[config.mk]
export PLATFORM = sky130hd
export DESIGN_NAME = hash_sched
export DESIGN_NICKNAME = d
export VERILOG_FILES = /design/src/rtl/hash_sched.sv
export SDC_FILE = /design/constraint.sdc
export NUM_CORES = 1
export LEC_CHECK = 0
export BUFFER_PORTS_ARGS = -buffer_cell sky130_fd_sc_hd__buf_2
export CAP_MARGIN = 20
export CORE_ASPECT_RATIO = 0.5
export CORE_MARGIN = 1.5
export CORE_UTILIZATION = 34
export DETAILED_ROUTE_END_ITERATION = 16
export GPL_ROUTABILITY_DRIVEN = 0
export PLACE_DENSITY = 0.55
export SLEW_MARGIN = 30
export SYNTH_ARGS = -nofsm -noshare
export SYNTH_HDL_FRONTEND = slang
export SYNTH_SLANG_ARGS = --single-unit
export TNS_END_PERCENT = 5
[constraint.sdc]
create_clock -name clk -period 5.06 [get_ports clk]
set_input_delay 0.759 -clock clk [delete_from_list [all_inputs] [get_ports clk]]
set_output_delay 0.759 -clock clk [all_outputs]
set_load 0.005 [all_outputs]
[src/rtl/hash_sched.sv]
// Two-requester key hasher sharing one 32-bit-per-cycle CRC-32 engine.
// Returns the low HASH_BITS of the CRC, tagged with the owning requester.

module crc #(
  parameter int OUT_W = 32
) (
  input  logic             clk,
  input  logic             rst,
  input  logic             crc_en,
  input  logic [31:0]      data_in,
  output logic [OUT_W-1:0] crc_out
);

  localparam logic [31:0] POLY = 32'h04C1_1DB7;

  logic [31:0] q;

  function automatic logic [31:0] step(
    input logic [31:0] c,
    input logic [31:0] d
  );
    logic [31:0] r;
    logic        fb;
    r = c;
    for (int i = 31; i >= 0; i--) begin
      fb = r[31] ^ d[i];
      r  = {r[30:0], 1'b0};
      if (fb) r = r ^ POLY;
    end
    return r;
  endfunction

  always_ff @(posedge clk) begin
    if (rst)
      q <= 32'hFFFF_FFFF;
    else if (crc_en)
      q <= step(q, data_in);
  end

  assign crc_out = q[OUT_W-1:0];

endmodule

module hash_sched #(
  parameter int MAX_WORDS = 16,
  parameter int HASH_BITS = 20,
  parameter int CNT_W     = 5
) (
  input  logic                 clk,
  input  logic                 rst_n,
  input  logic                 s0_valid,
  input  logic [31:0]          s0_data,
  input  logic                 s0_last,
  output logic                 s0_ready,
  input  logic                 s1_valid,
  input  logic [31:0]          s1_data,
  input  logic                 s1_last,
  output logic                 s1_ready,
  output logic                 m_valid,
  output logic [HASH_BITS-1:0] m_hash,
  output logic                 m_id,
  output logic                 m_ovf,
  input  logic                 m_ready,
  output logic                 busy
);

  typedef enum logic [1:0] {
    IDLE,
    INIT,
    FEED,
    OUT
  } state_t;

  localparam logic [CNT_W-1:0] MAXW = CNT_W'(MAX_WORDS);
  localparam logic [CNT_W-1:0] CMAX = '1;

  state_t state, state_nxt;

  logic             gnt;
  logic             rr_ptr;
  logic [CNT_W-1:0] cnt;
  logic             ovf;
  logic             init_q;
  logic             arb_gnt;
  logic             hs;
  logic             s_last;
  logic [31:0]      s_data;
  logic             in_win;
  logic             crc_en;
  logic [HASH_BITS-1:0] crc_q;

  // Contention goes to whoever did not win last time.
  assign arb_gnt = (s0_valid && s1_valid) ? ~rr_ptr : s1_valid;

  assign s0_ready = (state == FEED) && !gnt;
  assign s1_ready = (state == FEED) && gnt;
  assign busy     = (state != IDLE);

  assign s_last = gnt ? s1_last : s0_last;
  assign s_data = gnt ? s1_data : s0_data;
  assign hs     = gnt ? (s1_valid && s1_ready)
                      : (s0_valid && s0_ready);
  assign in_win = (cnt < MAXW);
  assign crc_en = hs && in_win;

  always_ff @(posedge clk) begin
    if (!rst_n)
      state <= IDLE;
    else
      state <= state_nxt;
  end

  always_comb begin
    state_nxt = state;
    unique case (state)
      IDLE: if (s0_valid || s1_valid) state_nxt = INIT;
      INIT: state_nxt = FEED;
      FEED: if (hs && s_last) state_nxt = OUT;
      OUT:  if (m_ready) state_nxt = IDLE;
      default: state_nxt = IDLE;
    endcase
  end

  always_ff @(posedge clk) begin
    if (!rst_n) begin
      gnt     <= 1'b0;
      rr_ptr  <= 1'b0;
      cnt     <= '0;
      ovf     <= 1'b0;
      init_q  <= 1'b1;
      m_valid <= 1'b0;
      m_id    <= 1'b0;
      m_ovf   <= 1'b0;
    end else begin
      init_q <= (state_nxt == INIT);
      if (state == IDLE && state_nxt == INIT) begin
        gnt <= arb_gnt;
        cnt <= '0;
        ovf <= 1'b0;
      end
      if (hs) begin
        if (cnt != CMAX) cnt <= cnt + 1'b1;
        if (!in_win) ovf <= 1'b1;
      end
      if (hs && s_last) begin
        m_valid <= 1'b1;
        m_id    <= gnt;
        m_ovf   <= ovf | ~in_win;
      end
      if (state == OUT && m_ready) begin
        m_valid <= 1'b0;
        rr_ptr  <= gnt;
      end
    end
  end

  crc #(
    .OUT_W(HASH_BITS)
  ) u_crc (
    .clk    (clk),
    .rst    (init_q),
    .crc_en (crc_en),
    .data_in(s_data),
    .crc_out(crc_q)
  );

  // CRC register is frozen in OUT, so it doubles as the result register.
  assign m_hash = m_valid ? crc_q : '0;

endmodule

* Word level (Yosys, flattened, before mapping)
Cells that the tools add are included.
** Cells by class
- Reduce and logical (&&, ||, !) cells :: 14
- Order comparisons :: 1
- Muxes and demuxes :: 109
- Bitwise gates (word level) :: 68
- Equal/unequal tests :: 5
- $add $sub $neg :: 1
** Operators by type and width (count)
- two-way mux 32 bit :: 63
- two-way mux 27 bit :: 32
- NOT 14 bit :: 32
- bitwise XOR 1 bit :: 32
- two-way mux 20 bit :: 1
- two-way mux 5 bit :: 3
- logical AND 1 bit :: 9
- one-hot mux 2 bit (4 select lines) :: 1
- two-way mux 1 bit :: 6
- two-way mux 2 bit :: 3
- adder 5 x 1 -> 5 bit (second input constant) :: 1
- < comparator 5 bit (second input constant) :: 1
- inequality test 5 bit (second input constant) :: 1
- equality test 2 x 1 -> 1 bit (second input constant) :: 2
- equality test 2 bit (second input constant) :: 2
- NOT 1 bit :: 3
- zero test 2 bit :: 1
- nonzero test 2 bit :: 1
- OR reduction 2 bit :: 1
- zero test 1 bit :: 1
- logical OR 1 bit :: 1
- bitwise OR 1 bit :: 1
** Storage, ports and cells
- Input port bits :: 71
- Register bits :: 46
- Word-level logic and storage cells :: 208
- Output and inout bits :: 26

* Longest topological paths before layout
- Depth in word-level cells :: 129
- Gate-level depth with buffers :: 14
- Gate-level depth less buffers :: 11

* Hierarchy
Synthesis repeated with hierarchy kept, for this count alone.
** Unflattened totals
- Cells, all modules :: 544
- Area total of the unflattened synthesis :: 5669.2 µm²
** By module, submodules not included
- crc :: seq. area each 640.6 µm², instances 1, area each 4440.5 µm², cells an instance 408
- hash_sched :: seq. area each 280.3 µm², instances 1, area each 1228.7 µm², cells an instance 136

* Worst setup path before layout
Ideal clock, no wire load.
- Kind :: input port to flip-flop
- Start :: in s1_data[30]
- End :: reg u_crc.q[7]
- Setup time :: 0.121 ns
- Path slack :: 0.962 ns
- Data required time :: 4.939 ns
- Buffers on the path :: 0
- Data arrival time :: 3.977 ns
- Stages :: 11
- Cell sequence :: mux2i_2 -> xnor2_4 -> xnor3_1 -> xnor2_2 -> xnor2_2 -> xnor3_2 -> xnor3_2 -> xnor3_1 -> xnor2_1 -> nor2_1 -> o21ai_1
** Between the ends
- Cells in the longest elaborated chain, start to end :: 100
- Elaborated cells on any way between the ends :: 136
- Those cells by class :: mux (92); bitwise (44)
** RTL lines
- start: declaration :: line 56 : input logic [31:0] s1_data,
- two-way mux 32 bit (*) :: line 100 : assign s_data = gnt ? s1_data : s0_data;
- bitwise XOR 1 bit (*) :: line 26 : fb = r[31] ^ d[i];
- two-way mux 27 bit (*) :: line 28 : if (fb) r = r ^ POLY;
- two-way mux 32 bit (*) :: line 36 : else if (crc_en)
- two-way mux 32 bit (*) :: line 34 : if (rst)
- two-way mux 27 bit or NOT 14 bit (tied branches)
- two-way mux 32 bit (*) :: line 36
- two-way mux 32 bit (*) :: line 34
- [84 not listed]
- two-way mux 27 bit or two-way mux 32 bit (tied branches) :: line 28, 36
- two-way mux 32 bit (*) :: line 36
- two-way mux 32 bit (*) :: line 34
- two-way mux 27 bit or two-way mux 32 bit (tied branches) :: line 28, 34
- two-way mux 32 bit (*) :: line 36
- two-way mux 32 bit (*) :: line 34
- NOT 14 bit (no source line) or bitwise XOR 1 bit (tied branches)
- two-way mux 27 bit (*) :: line 28
- end signal: assignment :: line 37 : q <= step(q, data_in);
- end: declaration :: line 16 : logic [31:0] q;
Every way passes the cells marked *; elsewhere a longest branch is shown, timed or not. The select of a mux whose other input is x is not followed.
A chain may end at the register's enable or synchronous reset.

* Worst setup path after layout
- Start :: reg gnt
- End :: reg u_crc.q[14]
** Between the ends
- Cells in the longest elaborated chain, start to end :: 103
- Elaborated cells on any way between the ends :: 159
- Those cells by class :: mux (96); bitwise (57); reduce/logical (6)
** RTL lines
- start: declaration :: line 79 : logic gnt;
- start signal: assignment :: line 137 : gnt <= arb_gnt;
- two-way mux 32 bit :: line 100
- bitwise XOR 1 bit :: line 26
- two-way mux 27 bit :: line 28
- two-way mux 32 bit :: line 36
- two-way mux 32 bit :: line 34
- NOT 14 bit (no source line) or two-way mux 27 bit (tied branches)
- two-way mux 27 bit or two-way mux 32 bit (tied branches) :: line 28, 36
- two-way mux 32 bit (on tied branches) :: line 36, 34
- [87 not listed]
- NOT 14 bit (no source line)
- two-way mux 27 bit :: line 28
- two-way mux 32 bit :: line 36
- two-way mux 32 bit :: line 34
- two-way mux 27 bit :: line 28
- two-way mux 32 bit :: line 36
- two-way mux 32 bit :: line 34
- two-way mux 27 bit :: line 28
Parallel ways exist; a longest one is shown, timed or not. The select of a mux whose other input is x is not followed.

==> parameters.txt <==
Parameter                              Value

Setup path
  Max incr delay on CP ... approximately 0.65 ns
  Cell depth of the worst flop-to-flop path ... 11
  Worst Setup End Kind ... flip-flop
  Worst path cell trace ... mux2i_1, xnor2_2, xnor3_1, xnor3_1, xor2_1, xnor3_1, xnor2_2, xnor2_1, xor2_1, xnor2_1, o211ai_1
  Crit-path slowest cell ... sky130_fd_sc_hd__dfxtp_2
  Crit path required time ... between 5 and 6 ns
  Most frequent cell on the critical path ... sky130_fd_sc_hd__xnor3_1
  Crit path launch type ... flip-flop
  Startpoint-to-endpoint class of the critical path ... reg -> reg
  CP arrival ... 4.85 ns
  Critical-path maximum fanout ... 12

Synthesis
  Number of warnings issued by yosys ... 0
  Number of instances in the synthesized netlist ... 508
  Number of enable-type register cells in the synthesized netlist ... 0
  Post-Syn Area ... between 0.005 and 0.006 mm^2
  Number of synthesized register bits ... 46
  Count of distinct cell types in the synthesized netlist ... 40
  Total nets after synthesis ... roughly 580
  Most common cell in the netlist ... sky130_fd_sc_hd__xnor2_1
  Top post-synthesis cells by count ... 155 x sky130_fd_sc_hd__xnor2_1, 46 x sky130_fd_sc_hd__dfxtp_1, 40 x sky130_fd_sc_hd__xor2_1
  Leading cell types by total area after synthesis ... sky130_fd_sc_hd__xnor2_1 26%, sky130_fd_sc_hd__dfxtp_1 17%, sky130_fd_sc_hd__xnor3_1 8.9%
  Proportion of synthesized chip area in sequential cells ... roughly 17%
  Top cell type by total area after synthesis ... sky130_fd_sc_hd__xnor2_1
  Post-synthesis average cell area ... 10.4 um^2
  Prevailing post-synth register cell ... sky130_fd_sc_hd__dfxtp_1
  Share of the synthesized area in the top cell type ... 25.6%
  Asr flop ratio synth ... 0%

Global route
  Grt total ovfl ... 0
  First-pass GRT wire length ... 22.2 mm
  GRT Overall Usage ... between 10% and 20%
  Initial antenna violation count ... 0
  Vias in the first global route ... around 3,700
  Pin count of the biggest net entering global routing ... 53

Clocking
  Inserted Clock Buffers ... 5
  Clock tree root buffer cell ... sky130_fd_sc_hd__clkbuf_16
  CTS tree ... built
  Worst skew pair latency ... 0.30 ns
  Maximum level of the CTS H-tree ... 2
  Hold-fix buffers, CTS ... 0
  Post-cts gate resize count ... 0
  Setup bufs post-CTS ... 0
  Clk buf depth ... 2
  Clock slew at the register clock pins of the worst setup and hold paths ... 0.07 ns
  CTS Sinks ... between 40 and 50

STA
  Clk_skew ... 0.00701 ns
  Slew at the pin closest to its max-slew limit ... 0.850 ns
  Post-Route Setup TNS ... 0 ns
  Max-slew violation count ... 0
  Share of the clock period used by the worst path ... between 90% and 100%
  Hold Vio Cnt, Final ... 0
  Final critical delay including setup and external delays ... 4.71 ns
  Count of final setup violators ... 0
  Remaining max-slew budget at the tightest pin ... between 40 and 50%
  Unrepaired setup endpoints after global routing ... no
  Maximum clock rate ... 0.212 GHz

Route
  DRC viols ... 0
  Wire length reported by the detailed router ... around 14 mm
  Via density ... 4.63
  DRT antenna net count ... 0
  DR vias ... 3,816
  Per-cell routed wire length ... 17.5 um
  DRT Pass-1 Iters ... 5
  First DRT Iteration DRCs ... 187

Floorplanning
  Die Y-Extent ... roughly 91 um
  Number of placement rows ... 32
  Width of the chip ... ~180 um
  Starting Density ... 34.6%
  Total core area ... 0.0153 mm^2
  Area of the die ... about 0.016 mm^2
  # IOs ... a little under 100

Cells and area
  Antenna diode count ... 0
  Filler instances ... 1,540
  Area added between synthesis and finish ... 19.0%
  Fraction of layout cells with a size suffix above 1 ... 27.9%
  Number of nets in the layout ... 692

Job
  Maxcap violations ... 0

Worst hold path
  Hold-critical path depth ... 1
  Worst Hold Class ... reg -> reg

Status
  Status ... finished clean

Placement
  Number of buffers added on ports ... 96
  Half-perimeter wire length after placement ... 12.0 mm
[flip-flops by register name (all words and copies together) (netlist names)]
signal and flops:
rr_ptr 1, gnt 1, m_ovf 1, ovf 1, u_crc.q 32, cnt 5, state 2, m_valid 1
m_id 1, init_q 1
[critical path: cells and delay by family, from the launching register on]
kind	cells	cell delay (ns)
multiplexers	1	0.22
flip-flops	1	0.65
XOR/XNOR	9	3.56
AO/OA/AOI/OAI	1	0.09
[layer usage]
layer	track usage [%]	part of all wire [%]
met5	0	0
met4	2.57	0.60
met3	3.01	4.7
met2	28.0	44
met1	26.6	51
[area by class of cell]
type                    instances  area (um^2)  area share (%)
clock buffers                   5          125            1.98
clock inverters                 3         23.8           0.377
inverters                       3         11.3           0.178
multi-input cells             442         4290            68.0
flip-flops and latches         46          922            14.6
well taps                     204          255            4.04
repair buffers                121          681            10.8
[final timing paths]
path           from     endpoint  slack, ns
max             gnt  u_crc.q[14]       0.35
min          cnt[3]       cnt[3]       0.47
min reg2reg  cnt[3]       cnt[3]       0.47
max reg2reg     gnt  u_crc.q[14]       0.35
[placed cells by master (no fill, tap or decap), types with 8 or more instances in the layout]
| cell | n |
|---|---|
| sky130_fd_sc_hd__dfxtp_1 | 45 |
| sky130_fd_sc_hd__o211ai_1 | 19 |
| sky130_fd_sc_hd__xnor3_1 | 21 |
| sky130_fd_sc_hd__o21ai_0 | 9 |
| sky130_fd_sc_hd__a21oi_1 | 8 |
| sky130_fd_sc_hd__xnor2_4 | 8 |
| sky130_fd_sc_hd__xor2_1 | 40 |
| sky130_fd_sc_hd__buf_4 | 24 |
| sky130_fd_sc_hd__mux2i_1 | 30 |
| sky130_fd_sc_hd__and2_1 | 23 |
| sky130_fd_sc_hd__buf_2 | 96 |
| sky130_fd_sc_hd__xnor2_1 | 155 |
| sky130_fd_sc_hd__nor2_1 | 21 |
| sky130_fd_sc_hd__nand2_1 | 29 |
| sky130_fd_sc_hd__xnor2_2 | 17 |
[per-stage QoR]
| step | utilization, % | area, um^2 | hold slack, ns | cells | worst slack, ns |
|---|---|---|---|---|---|
| floorplan | - | 5300 | 0.414 | 508 | 0.962 |
| global placement | 40.2 | 6160 | 0.442 | 816 | 0.349 |
| detailed placement | 40.2 | 6160 | 0.462 | 816 | 0.325 |
| CTS | 41.2 | 6310 | 0.474 | 824 | 0.383 |
| global route | 41.2 | 6310 | 0.500 | 824 | 0.118 |
| finish | 41.2 | 6310 | 0.471 | 824 | 0.351 |
[kinds of logic after synthesis]
logic type	Yosys count	synth area share, %
muxes	34	6.87
DFF	46	17.4
buffers and inverters	20	1.77
and+or+nand+nor	93	8.38
xor gates and xnor gates	261	58.8
AOI/OAI and AO/OA	52	6.35
adders and majority gates	2	0.472
Power is not shown: default switching activity piles up to over one toggle a cycle in this logic, so the estimate is an artifact.
